`src/rtl/rgb_pwm_pkg.sv`:
```
// Shared address map, CTRL bit positions and duty clamp for the RGB PWM controller.
// Optional build macro: RGB_PWM_FADE_EN (ramped duty changes).
package rgb_pwm_pkg;
    localparam logic [7:0] ADDR_CTRL      = 8'h00;
    localparam logic [7:0] ADDR_PRESCALE  = 8'h01;
    localparam logic [7:0] ADDR_STATUS    = 8'h02;
    localparam logic [7:0] ADDR_DUTY_BASE = 8'h10;

    localparam int CTRL_ENABLE = 0;
    localparam int CTRL_CURREN = 1;

    // Anything above a full period of high time is meaningless, so clamp to 2**pwm_width.
    function automatic logic [31:0] sat_duty(input logic [31:0] value, input int pwm_width);
        logic [31:0] full;
        full = 32'd1 << pwm_width;
        return (value > full) ? full : value;
    endfunction
endpackage

```
`src/rtl/rgb_pwm_if.sv`:
```
// Core-bus register port of the RGB PWM controller; ready/read_data are registered by the slave.
// Optional build macro: RGB_PWM_FADE_EN (no effect on this interface).
interface rgb_pwm_if;
    logic        cs;
    logic        we;
    logic [7:0]  address;
    logic [31:0] write_data;
    logic [31:0] read_data;
    logic        ready;

    modport master (output cs, we, address, write_data, input read_data, ready);
    modport slave  (input cs, we, address, write_data, output read_data, ready);
endinterface

```
`src/rtl/rgb_pwm_channel.sv`:
```
// One PWM channel: duty register, period-boundary shadow (or fade ramp), compare and output flop.
// Optional build macro: RGB_PWM_FADE_EN steps the active duty by one per period.
module rgb_pwm_channel #(
    parameter int PWM_WIDTH = 8
) (
    input  logic                 clk,
    input  logic                 reset_n,
    input  logic                 enable,
    input  logic                 duty_we,
    input  logic [PWM_WIDTH:0]   duty_wdata,
    input  logic                 boundary,
    input  logic [PWM_WIDTH-1:0] pwm_cnt,
    output logic [PWM_WIDTH:0]   duty,
    output logic                 fading,
    output logic                 pwm
);
    logic [PWM_WIDTH:0] act_duty;

    always_ff @(posedge clk or negedge reset_n) begin
        if (!reset_n)     duty <= '0;
        else if (duty_we) duty <= duty_wdata;
    end

`ifdef RGB_PWM_FADE_EN
    always_ff @(posedge clk or negedge reset_n) begin
        if (!reset_n) begin
            act_duty <= '0;
        end else if (!enable) begin
            act_duty <= duty;
        end else if (boundary) begin
            if (act_duty < duty)      act_duty <= act_duty + 1'b1;
            else if (act_duty > duty) act_duty <= act_duty - 1'b1;
        end
    end

    assign fading = (act_duty != duty);
`else
    // The boundary edge samples the old duty, so a same-edge write lands next period.
    always_ff @(posedge clk or negedge reset_n) begin
        if (!reset_n)                 act_duty <= '0;
        else if (!enable || boundary) act_duty <= duty;
    end

    assign fading = 1'b0;
`endif

    always_ff @(posedge clk or negedge reset_n) begin
        if (!reset_n) pwm <= 1'b0;
        else          pwm <= enable && ({1'b0, pwm_cnt} < act_duty);
    end
endmodule

```
`src/rtl/rgb_pwm_ctrl.sv`:
```
// Register-mapped multi-channel PWM controller for the iCE40 RGB LED driver.
// Optional build macro: RGB_PWM_FADE_EN (see rgb_pwm_channel).
module rgb_pwm_ctrl
    import rgb_pwm_pkg::*;
#(
    parameter int NUM_CH    = 3,
    parameter int PWM_WIDTH = 8,
    parameter int PRE_WIDTH = 16
) (
    input  logic              clk,
    input  logic              reset_n,
    rgb_pwm_if.slave          bus,
    output logic [NUM_CH-1:0] pwm_out,
    output logic              led_en,
    output logic              curr_en
);
    localparam int DW = PWM_WIDTH + 1;

    logic [PRE_WIDTH-1:0] prescale;
    logic [PRE_WIDTH-1:0] pre_cnt;
    logic [PWM_WIDTH-1:0] pwm_cnt;
    logic                 wr;
    logic                 tick;
    logic                 boundary;
    logic [PWM_WIDTH:0]   duty_wdata;
    logic [NUM_CH-1:0]    duty_we;
    logic [NUM_CH-1:0]    fading;
    logic [PWM_WIDTH:0]   duty [NUM_CH];
    logic [31:0]          rd_mux;

    assign wr         = bus.cs && bus.we;
    assign tick       = led_en && (pre_cnt == prescale);
    assign boundary   = tick && (pwm_cnt == '1);
    assign duty_wdata = DW'(sat_duty(bus.write_data, PWM_WIDTH));

    always_ff @(posedge clk or negedge reset_n) begin
        if (!reset_n) begin
            led_en   <= 1'b0;
            curr_en  <= 1'b0;
            prescale <= '0;
        end else if (wr) begin
            if (bus.address == ADDR_CTRL) begin
                led_en  <= bus.write_data[CTRL_ENABLE];
                curr_en <= bus.write_data[CTRL_CURREN];
            end
            if (bus.address == ADDR_PRESCALE) prescale <= bus.write_data[PRE_WIDTH-1:0];
        end
    end

    always_ff @(posedge clk or negedge reset_n) begin
        if (!reset_n) begin
            pre_cnt <= '0;
            pwm_cnt <= '0;
        end else if (!led_en) begin
            pre_cnt <= '0;
            pwm_cnt <= '0;
        end else begin
            if (wr && bus.address == ADDR_PRESCALE) pre_cnt <= '0;
            else if (tick)                          pre_cnt <= '0;
            else                                    pre_cnt <= pre_cnt + 1'b1;
            if (tick) pwm_cnt <= pwm_cnt + 1'b1;
        end
    end

    for (genvar i = 0; i < NUM_CH; i++) begin : g_ch
        assign duty_we[i] = wr && (bus.address == ADDR_DUTY_BASE + 8'(i));

        rgb_pwm_channel #(.PWM_WIDTH(PWM_WIDTH)) u_ch (
            .clk        (clk),
            .reset_n    (reset_n),
            .enable     (led_en),
            .duty_we    (duty_we[i]),
            .duty_wdata (duty_wdata),
            .boundary   (boundary),
            .pwm_cnt    (pwm_cnt),
            .duty       (duty[i]),
            .fading     (fading[i]),
            .pwm        (pwm_out[i])
        );
    end

    always_comb begin
        rd_mux = '0;
        if (bus.address == ADDR_CTRL) begin
            rd_mux[CTRL_ENABLE] = led_en;
            rd_mux[CTRL_CURREN] = curr_en;
        end else if (bus.address == ADDR_PRESCALE) begin
            rd_mux[PRE_WIDTH-1:0] = prescale;
        end else if (bus.address == ADDR_STATUS) begin
            rd_mux[0]              = |fading;
            rd_mux[PWM_WIDTH+15:16] = pwm_cnt;
        end else begin
            for (int i = 0; i < NUM_CH; i++) begin
                if (bus.address == ADDR_DUTY_BASE + 8'(i)) rd_mux[PWM_WIDTH:0] = duty[i];
            end
        end
    end

    // read_data holds the last read until the next read access.
    always_ff @(posedge clk or negedge reset_n) begin
        if (!reset_n) begin
            bus.ready     <= 1'b0;
            bus.read_data <= '0;
        end else begin
            bus.ready <= bus.cs;
            if (bus.cs && !bus.we) bus.read_data <= rd_mux;
        end
    end
endmodule
```
`src/flat_wrapper.sv`:
```
// flat-port wrapper written by rule: the top's interface ports become plain ports
module rgb_pwm_ctrl_flat import rgb_pwm_pkg::*;
#(
    parameter int NUM_CH    = 3,
    parameter int PWM_WIDTH = 8,
    parameter int PRE_WIDTH = 16
)
  (clk, reset_n, pwm_out, led_en, curr_en, bus_cs, bus_we, bus_address, bus_write_data, bus_read_data, bus_ready);
  rgb_pwm_if bus_i ();
  input  logic clk;
  input  logic reset_n;
  output logic [NUM_CH-1:0] pwm_out;
  output logic led_en;
  output logic curr_en;
  input wire logic [$bits(bus_i.cs)-1:0] bus_cs;
  input wire logic [$bits(bus_i.we)-1:0] bus_we;
  input wire logic [$bits(bus_i.address)-1:0] bus_address;
  input wire logic [$bits(bus_i.write_data)-1:0] bus_write_data;
  output wire logic [$bits(bus_i.read_data)-1:0] bus_read_data;
  output wire logic [$bits(bus_i.ready)-1:0] bus_ready;
  assign bus_i.cs = bus_cs;
  assign bus_i.we = bus_we;
  assign bus_i.address = bus_address;
  assign bus_i.write_data = bus_write_data;
  assign bus_read_data = bus_i.read_data;
  assign bus_ready = bus_i.ready;
  rgb_pwm_ctrl #(.NUM_CH(NUM_CH), .PWM_WIDTH(PWM_WIDTH), .PRE_WIDTH(PRE_WIDTH)) u_core (.clk(clk), .reset_n(reset_n), .bus(bus_i), .pwm_out(pwm_out), .led_en(led_en), .curr_en(curr_en));
endmodule
```
`config.mk`:
```
export PLATFORM = sky130hd
export DESIGN_NAME = rgb_pwm_ctrl_flat
export DESIGN_NICKNAME = d
export VERILOG_FILES = /design/src/rtl/rgb_pwm_pkg.sv /design/src/rtl/rgb_pwm_if.sv /design/src/rtl/rgb_pwm_channel.sv /design/src/rtl/rgb_pwm_ctrl.sv /design/src/flat_wrapper.sv
export SDC_FILE = /design/constraint.sdc
export NUM_CORES = 1
export LEC_CHECK = 0
export ABC_AREA = 0
export CAP_MARGIN = 20
export CORE_MARGIN = 2
export CORE_UTILIZATION = 59
export CTS_CLUSTER_DIAMETER = 60
export DETAILED_ROUTE_END_ITERATION = 12
export HOLD_SLACK_MARGIN = 0.15
export PLACE_DENSITY = 0.85
export SYNTH_ARGS = -nofsm -noshare
export SYNTH_HDL_FRONTEND = slang
export SYNTH_SLANG_ARGS = --single-unit
```
`constraint.sdc`:
```
create_clock -name clk -period 6.1 [get_ports clk]
set_clock_uncertainty 0.1 [all_clocks]
set_input_delay 1.22 -clock clk [delete_from_list [all_inputs] [get_ports clk]]
set_output_delay 1.22 -clock clk [all_outputs]
set_load 0.1 [all_outputs]
```
Word level (Yosys, flattened, before mapping)
Index checks and enable logic that the tools add are counted.
{"block": "totals", "regBits": 124, "output_inout_bits": 38, "in_bits": 44}
{"block": "classes", "n_mux": 17, "n_addsub": 2, "n_lt_le_gt_ge": 4, "eq_ne": 8, "reduce_logical": 17}
{"op": "two-way mux 16 bit", "n": 3}
{"op": "two-way mux 9 bit", "n": 5}
{"op": "two-way mux 8 bit", "n": 5}
{"op": "> comparator 32 x 9 -> 1 bit, second input constant", "n": 1}
{"op": "less-than comparator 8 x 9 -> 1 bit", "n": 3}
{"op": "== test 8 x 5 -> 1 bit, second input constant", "n": 3}
{"op": "two-way mux 22 bit", "n": 1}
{"op": "adder 16 x 1 -> 16 bit, second input constant", "n": 1}
{"op": "== test 16 bit", "n": 1}
{"op": "logical AND 1 bit", "n": 11}
{"op": "adder 8 x 1 -> 8 bit, second input constant", "n": 1}
{"op": "== test 8 x 1 -> 1 bit, second input constant", "n": 1}
{"op": "== test 8 x 2 -> 1 bit, second input constant", "n": 1}
{"op": "== test 8 bit, second input constant", "n": 1}
{"op": "zero test 8 bit", "n": 1}
{"op": "two-way mux 7 bit", "n": 1}
{"op": "AND reduction 2 bit", "n": 2}
{"op": "zero test 1 bit", "n": 2}
{"op": "two-way mux 2 bit", "n": 1}
{"op": "!= test 2 bit, second input constant", "n": 1}
{"op": "logical OR 1 bit", "n": 1}
{"op": "two-way mux 1 bit", "n": 1}

Logic depth before layout (Yosys ltp)
Gate-level depths: netlist of run 1.
{"block": "logic_depth", "ltp_word": 7, "depth_mapped": 7}

By module
Synthesis of run 1 repeated with hierarchy kept, for this count alone.
{"block": "hier_totals", "hier_cells": 563, "hier_area_um2": 6292.3}
{"mod": "rgb_pwm_ctrl", "area_per_inst_um2": 3473.3, "cells_per_inst": 332, "n_inst": 1, "seq_area_each_um2": 1676.6}
{"mod": "rgb_pwm_channel", "area_per_inst_um2": 939.7, "cells_per_inst": 77, "n_inst": 3, "seq_area_each_um2": 475.5}

Least setup slack after synthesis of run 1
No wires, ideal clock.
{"block": "synth_path", "path_kind": "input -> register", "from": "in bus_address[5]", "to": "reg u_core.pre_cnt[10]", "cell_stages": 7, "setup_time_ns": 0.121, "t_arrival_ns": 2.755, "setup_slack_ns": 3.124, "path_buffers": 2, "t_required_ns": 5.879, "cell_sequence": "nor3_1 nand2_1 or4_1 clkbuf_1 nand3_1 buf_2 nor2_1"}
{"block": "synth_between", "elab_chain_len": 4}
{"item": "start, declared", "line": "flat_wrapper.sv:17", "source": "input wire logic [$bits(bus_i.address)-1:0] bus_address;"}
{"item": "== test 8 x 1 -> 1 bit", "line": "rgb_pwm_ctrl.sv:58", "source": "if (wr && bus.address == ADDR_PRESCALE) pre_cnt <= '0;"}
{"item": "logical AND 1 bit", "line": "rgb_pwm_ctrl.sv:58"}
{"item": "two-way mux 16 bit", "line": "rgb_pwm_ctrl.sv:58"}
{"item": "two-way mux 16 bit", "line": "rgb_pwm_ctrl.sv:54", "source": "end else if (!led_en) begin"}
{"item": "end signal, assigned", "line": "rgb_pwm_ctrl.sv:60", "source": "else pre_cnt <= pre_cnt + 1'b1;"}
{"item": "end, declared", "line": "rgb_pwm_ctrl.sv:20", "source": "logic [PRE_WIDTH-1:0] pre_cnt;"}
No other way between the ends.
A chain may end at the register's enable or synchronous reset.

Final worst setup path of run 1
{"block": "layout_path", "from": "in bus_address[0]", "to": "reg u_core.pre_cnt[14]"}
The elaborated chain is that of the path after synthesis.

==> impl_summary.md, run 1 <==
Status
The flow ran to the end, and the final reports show no timing, DRC or antenna violations.

GRT
The via count of the first global-routing pass is about 4800. The initial antenna violation count is 0. The all-layer global routing usage is 0.2903. The largest net degree at the start of global routing is 70.

The sum of overflow across all layers after global routing is 0. The first-pass GRT wire length is 24.47 mm.

Timing
Setup repair after global routing left no endpoint under its margin. The count of final hold-check violations is 0. Timing would allow up to between 0.2 and 0.3 GHz. For the final routed database, the setup TNS stands at 0 ns.

The worst path needs around 3.6 ns of the cycle, external delays included. The worst-case headroom to the max-slew limit is 0.3249. The final hold slack is between 0.3 and 0.4 ns.

The transition time at the pin with the least slew margin is slightly above 1 ns. The count of pins over their slew limit is 0. The fraction of the cycle the final worst path needs is 0.5967. The final setup violation count is 0.

After layout, the worst setup slack is ~2.5 ns.

Synth
Summed over all instances, the cell type with the most area after synthesis is sky130_fd_sc_hd__dfrtp_1. The flop and latch count out of synthesis is roughly 120. The number of distinct library cells after synthesis is 37. The cell count after synthesis is 570. For this run, the number of Yosys warnings is 0. The number of flops mapped to enable cells by yosys is 0. The most frequent cell after synthesis is sky130_fd_sc_hd__dfrtp_1.

Summing every instance area after synthesis gives about 6000 um2. The commonest cells after synthesis are 124 x sky130_fd_sc_hd__dfrtp_1, 70 x sky130_fd_sc_hd__nand2_1, 54 x sky130_fd_sc_hd__nor2_1, 36 x sky130_fd_sc_hd__o21ai_0. For this run, the register share of the synthesized area comes to 0.5213. The proportion of register bits with asynchronous set or reset after synthesis is 1.000. For this run, the leading register cell type out of synthesis is sky130_fd_sc_hd__dfrtp_1. The synthesized area per cell is about 10 um2. The share of synthesized area in the top cell type comes to 0.5213. By area the synthesized netlist is led by sky130_fd_sc_hd__dfrtp_1 52%, sky130_fd_sc_hd__mux2_2 4.9%, sky130_fd_sc_hd__ha_1 4.8%, sky130_fd_sc_hd__nand2_1 4.4%, sky130_fd_sc_hd__xor2_1 4.0%.

Critical path
The required time reported for the critical path endpoint is approximately 6.4 ns. STA puts the critical path data arrival time at approximately 3.9 ns. The worst setup path is captured at a flip-flop.

The number of cells traversed by the worst register-to-register path is 6. The worst setup path is launched from an input port. The highest net fanout along the worst path is 18. By startpoint and endpoint, the worst setup path is classified as input port to flip-flop.

Clock tree
The quantity of gates resized following cts is 0. Once the clock tree was built, the setup fixing pass inserted 0 buffers. TritonCTS built the clock tree. The clock insertion delay at the later pin of the skew report is between 0.5 and 0.6 ns.

Clock-pin slew was measured on the worst setup and hold paths at roughly 0.060 ns. The clock tree buffer depth is 2. Counting the buffers created by CTS gives 17. The H-tree depth is 4.

The hold buffer count at cts is 0. The root buffer selected by CTS is sky130_fd_sc_hd__clkbuf_8. The count of clock tree sinks is ~120.

Routing
Dividing the detail-routed wire length by the instance count gives 18.87 um. In this run, the number of DRC markers left after iteration 0 of detailed routing was roughly 400. The detailed-route wire length is about 15 mm. The count of nets left with antenna violations once routing finished came out at 0.

The first detailed-routing pass ran for 5 iterations. The final route contains 4738 vias. The post-detailed-route DRC marker count is 0.

Using the TritonRoute via totals, the vias-per-cell ratio works out to ~6.

Finish
The number of antenna diodes in the final layout is 0. The synthesis-to-layout area growth is 23.88%. After the last flow step, the layout net total stands at around 710. The share of post-route cells with drive strength above 1 is 0.09909.

The final cell count without fillers is around 790. After routing the design area is about 7400 um2.

Placement
The total cell area at the placement stage is between 6000 and 7000 um2. The instance count after placement with tap cells included is between 700 and 800. The port buffer count is 73. The weighted congestion reported at the end of routability-driven placement is 0.8950. The post-placement worst setup slack is between 2 and 2.5 ns. The wire-length estimate of the detail-placed layout is 10.19 mm.

Power
In this run the static leakage power is ~0.0034 uW. Power spread over the standard cell area amounts to 273.2 nW/um2. The largest vdd supply drop is around 0.00015 V.

Floorplan
The die is about 100 um wide. The floorplan step defined a core boundary enclosing between 9000 and 10000 um2. For this design the top-level I/O count stands at 82. The initial core utilization is 0.6089. The overall die height is roughly 100 um. The floorplan has 36 rows. The die area is ~11000 um2.

Flow run
The number of max-cap violations is 0.

Hold path
The tightest min-delay check is of the flip-flop to flip-flop type. The hold-critical path depth is 1.
## cell type report
cell class	instances	area, um2
Clock buffer	18	427.9
Tap cell	133	166.4
Fill cell	617	2401
Clock inverter	13	192.7
Sequential cell	124	3103
Inverter	27	101.3
Timing Repair Buffer	78	773.2
Multi-Input combinational cell	396	2609
## path summary, 6_finish.rpt
| check | start | to | slack (ns) |
|---|---|---|---|
| worst max-delay path | bus_address[0] | u_core.pre_cnt[14]$_DFF_PN0_ | 2.46 |
| worst min-delay path | u_core.g_ch[2].u_ch.act_duty[2]$_DFFE_PN0P_ | u_core.g_ch[2].u_ch.act_duty[2]$_DFFE_PN0P_ | 0.39 |
| worst max register to register | u_core.prescale[11]$_DFFE_PN0P_ | u_core.g_ch[0].u_ch.act_duty[0]$_DFFE_PN0P_ | 2.87 |
| worst min register to register | u_core.g_ch[2].u_ch.act_duty[2]$_DFFE_PN0P_ | u_core.g_ch[2].u_ch.act_duty[2]$_DFFE_PN0P_ | 0.39 |
| max in group asynchronous | reset_n | u_core.bus.read_data[15]$_DFFE_PN0P_ | 3.98 |
| min in group asynchronous | reset_n | u_core.g_ch[0].u_ch.act_duty[1]$_DFFE_PN0P_ | 0.70 |
## routing by layer
metal  track usage  up-vias  routed length [um]
li1              -     2133                   -
met1        0.3812     2323                6021
met5             0        -                   0
met3       0.06266       52                 982
met4        0.1303        0                 518
met2        0.4645      230                7365
## critical path, cell delays in order
cell and delay (ns):
sky130_fd_sc_hd__clkdlybuf4s50_1 0.86, sky130_fd_sc_hd__nand2b_1 0.19, sky130_fd_sc_hd__or4_1 0.90, sky130_fd_sc_hd__nand3_1 0.60, sky130_fd_sc_hd__nor2_1 0.13
## flip-flops by register name (all words and copies together), names as in the netlist
signal	count
u_core.g_ch.u_ch.duty	27
u_core.led_en	1
u_core.pwm_cnt	8
u_core.g_ch.u_ch.pwm	3
u_core.bus.ready	1
u_core.g_ch.u_ch.act_duty	27
u_core.prescale	16
u_core.pre_cnt	16
u_core.bus.read_data	24
u_core.curr_en	1
## cell families after synthesis
kind of cell,count (synthesis),synth area share
xor+xnor,31,0.04562
simple gates,200,0.1575
flops,124,0.5213
buf+inv,57,0.04583
other cells,1,0.0006300
compound gates,87,0.09207
fa+ha+maj,23,0.04835
mux,47,0.08871
## stage by stage
stage | util | power (uW)
after floorplan | - | 919.9
after global placement | 0.6878 | 973.5
after detailed placement | 0.6901 | 977.7
after CTS | 0.7536 | 2016
after global routing | 0.7544 | 2071
final | 0.7544 | 2014
## report_power, final
part	total, uW	leakage [uW]	switching (uW)	internal [uW]
Combinational	130	0.00137	87.1	42.7
Sequential	836	0.00173	7.15	829
Clock	1050	0.000286	374	674
## layout by cell type (no fill, tap or decap), drive strengths merged, types with 10 or more instances in the layout
master and n:
ha 23, nor2 54, or4 11, mux2 46, inv 28, o21ai 36, nand3 16, nand4 10
nand2 70, nor4 13, a21oi 19, dfrtp 124, clkbuf 19, clkdlybuf4s50 72, a22o 15, xor2 27
No activity file was read; power rests on OpenSTA's default activity.
==> run 2, diff against run 1 <==
- CORE_UTILIZATION: 59 -> 50
- PLACE_DENSITY: 0.85 -> 0.77
- clock period: 6.1 -> 3.2 ns (I/O delays scaled with it)
==> run 2 against run 1 <==
Highest routed layer unchanged; the flow now finishes with violations (design-rule violations); critical path type is now flip-flop to flip-flop; critical endpoint is now u_core.g_ch[2].u_ch.act_duty[8]$_DFFE_PN0P_; power up 90%; combinational power up 100%; via count down 1.9%.
==> impl_summary.md, run 2 (synthesis results as in run 1) <==
Power
The internal power contribution was 2955 uW (was 1546 uW). The clock group share of total power is 0.513 (was 0.520). The combinational power share is 0.069 (was 0.064). The cell leakage power is 0.003536 uW (was 0.003385 uW).

The power density of the placed cells is 513.6 nW/um2 (was 273.2 nW/um2). The total net switching power is 864.2 uW (was 468.0 uW). The largest vdd supply drop is 0.0003983 V (was 0.0001485 V). The register share of total power came to 0.417 (was 0.415). The switching share of total power is 0.2263 (was 0.2324).

Critical path
The cell type group with the largest total delay on the critical path is simple AND/OR/NAND/NOR gates (unchanged). The nature of the critical path startpoint is a flip-flop (was input port). The delay of the slowest cell on the worst path is 0.45 ns (was 0.90 ns). The highest net fanout along the worst path is 15 (was 18). The type of destination of the critical path was a flip-flop (unchanged). The slowest cell on the critical path is sky130_fd_sc_hd__dfrtp_1 (was sky130_fd_sc_hd__or4_1). The number of buffer and inverter instances along the worst setup path came to 1 (unchanged). The required time reported for the critical path endpoint is 3.40 ns (was 6.37 ns). The critical path start-end classification is flip-flop to flip-flop (was input port to flip-flop).

The arrival time of the worst setup path is 2.75 ns (was 3.91 ns). Series of cell instances along the critical path: xor2_1 > nor4_1 > nand4_1 > o31ai_4 > buf_4 > mux2_2 (was clkdlybuf4s50_1 > nand2b_1 > or4_1 > nand3_1 > nor2_1).

Finish
The synthesis-to-layout area growth was 24.95% (was 23.88%). The count of inserted antenna diode cells was 0 (unchanged). The layout net count is 728 (was 711). The core occupancy in the finished layout came to 0.6458 (was 0.7544).

The share of post-route cells with drive strength above 1 is 0.1647 (was 0.09909). Leading cell types in the layout, fill and taps excluded: 124 x sky130_fd_sc_hd__dfrtp_1, 70 x sky130_fd_sc_hd__nand2_1, 54 x sky130_fd_sc_hd__nor2_1 (was 124 x sky130_fd_sc_hd__dfrtp_1, 72 x sky130_fd_sc_hd__clkdlybuf4s50_1, 70 x sky130_fd_sc_hd__nand2_1). The most common cell after layout, fill and taps aside is sky130_fd_sc_hd__dfrtp_1 (unchanged). Largest registers ranked by flip-flop count: u_core.g_ch.u_ch.act_duty x27, u_core.g_ch.u_ch.duty x27, u_core.bus.read_data x24 (unchanged).

GRT
The via count of the first global-routing pass came to 4629 (was 4812). The initial antenna violation count came to 0 (unchanged). The largest net degree at the start of global routing was 49 (was 70).

The sum of overflow across all layers after global routing is 0 (unchanged). The all-layer global routing usage is 0.2474 (was 0.2903). The first-pass GRT wire length is 24.29 mm (was 24.47 mm).

Routing
The number of nets still failing antenna checks after routing was 0 (unchanged). The vias per cell is 5.688 (was 6.005). The number of optimization iterations in the first detailed-route pass was 9 (was 5). The post-detailed-route DRC marker count is 5 (was 0). The violation count after the first detailed-routing iteration is 283 (was 401). The vias after detailed routing is 4647 (was 4738). The detailed-route wire length is 14.85 mm (was 14.89 mm). The average wire length per cell after detail routing is 18.18 um (was 18.87 um).

Status
Result of the run: finished, violations left (was complete, no violations). The final reports fail on design-rule violations.

Timing
The final period demand of the worst path is around 2.5 ns. The setup slack of the critical path after layout is 0.6539 ns (was 2.460 ns). For this run, the top clock speed supported by timing is ~0.39 GHz. The count of pins over their slew limit is 0 (unchanged). The fraction of the cycle the final worst path needs is 0.7957. Setup repair after global routing missed its margin: no (unchanged).

The count of final hold-check violations is 0 (unchanged). The worst-case headroom to the max-slew limit came to 0.4832 (was 0.3249). The transition time at the pin with the least slew margin is 0.7730 ns (was 1.010 ns). The final setup violation count is 0 (unchanged). The setup total negative slack is 0 ns (unchanged).

Clock tree
The quantity of gates resized following cts is 0 (unchanged). The clock insertion delay at the later pin of the skew report came to 0.42 ns (was 0.52 ns). The clock transition at the register clock pins on the worst setup and hold paths after CTS is 0.06 ns (about the same). The count of clock tree sinks is 124 (unchanged). The H-tree depth is 4 (unchanged). The root buffer selected by CTS is sky130_fd_sc_hd__clkbuf_16 (was sky130_fd_sc_hd__clkbuf_8). The number of buffers created by CTS came to 17 (unchanged). The post-CTS repair timing setup buffer count is 0 (unchanged). The CTS tree is built (unchanged). The hold buffer count at cts is 1 (was 0). The clock tree buffer depth is 2 (unchanged).

Placement
The weighted congestion reported at the end of routability-driven placement is 0.8492 (was 0.8950). The post-placement worst setup slack was 0.2843 ns (was 2.005 ns). The total half-perimeter wirelength after legalization and detailed placement is 10.75 mm (was 10.19 mm). The port buffer count is 73 (unchanged).

Floorplan
The initial core utilization is 0.5168 (was 0.6089). The area of the core region is 11520 um2 (was 9774 um2). The number of ports placed on the die boundary is 82 (unchanged). The number of placement rows came to 39 (was 36). The die area is 12790 um2 (was 10910 um2). The overall die height is 113.1 um (was 104.4 um). The die width is 113.1 um (was 104.4 um).

Hold path
The type of the most critical hold path is flip-flop to flip-flop (unchanged).

Flow run
The number of max-cap violations is 0 (unchanged).
run 2: cell count changes in the layout (fill, tap and decap cells not counted), sizes merged, moves of 2 or more:
cell	change
clkdlybuf4s50	-30
clkbuf	+2
buf	+47
clkinv	+2
clkinvlp	-2
run 2: layer usage:
metal / GRT usage / part of all wire
met1: 0.3405 / 0.44
met2: 0.3860 / 0.48
met3: 0.05785 / 0.058
met4: 0.09187 / 0.018
met5: 0 / 0
run 2: power by group through the flow:
stage | Combinational, uW | Clock, uW | Sequential (uW)
after floorplan | 124 | 0 | 1630
after global placement | 258 | 0 | 1620
after detailed placement | 263 | 0 | 1620
after CTS | 265 | 1990 | 1590
after global routing | 283 | 2060 | 1590
final | 264 | 1960 | 1590
run 2: path summary, 6_finish.rpt:
check / slack, ns / cells past startpoint / endpoint / from
min in group asynchronous: 0.64 / 2 / u_core.g_ch[1].u_ch.pwm$_DFF_PN0_ / reset_n
max: 0.65 / 6 / u_core.g_ch[2].u_ch.act_duty[8]$_DFFE_PN0P_ / u_core.pre_cnt[6]$_DFF_PN0_
max in group asynchronous: 1.65 / 3 / u_core.g_ch[2].u_ch.act_duty[2]$_DFFE_PN0P_ / reset_n
max reg2reg: 0.65 / 6 / u_core.g_ch[2].u_ch.act_duty[8]$_DFFE_PN0P_ / u_core.pre_cnt[6]$_DFF_PN0_
min: 0.37 / 2 / u_core.bus.read_data[0]$_DFFE_PN0P_ / u_core.bus.read_data[0]$_DFFE_PN0P_
min reg2reg: 0.37 / 2 / u_core.bus.read_data[0]$_DFFE_PN0P_ / u_core.bus.read_data[0]$_DFFE_PN0P_
run 2: metrics by stage:
step                instances  hold slack, ns  power, uW  cell area, um2
floorplan                 577          0.2444       1754            5978
global placement          784          0.3674       1879            6815
detailed placement        784          0.3717       1883            6815
CTS                       817          0.3839       3850            7437
global route              817          0.4093       3941            7437
finish                    817          0.3746       3819            7437
run 2: tightest hold or removal path: cells and delay by family (launching register included):
kind,cells,cell delay (ns)
simple gates,1,0.04
compound gates,1,0.06
flops,1,0.34
run 2: area by class of cell:
cell class,count,area (um2)
clock buffer,21,470.5
clock inverter,11,141.4
fill,862,4079
inverter,27,101.3
multi-input combinational,396,2609
sequential,124,3103
tap,143,178.9
timing repair buffer,95,833.3
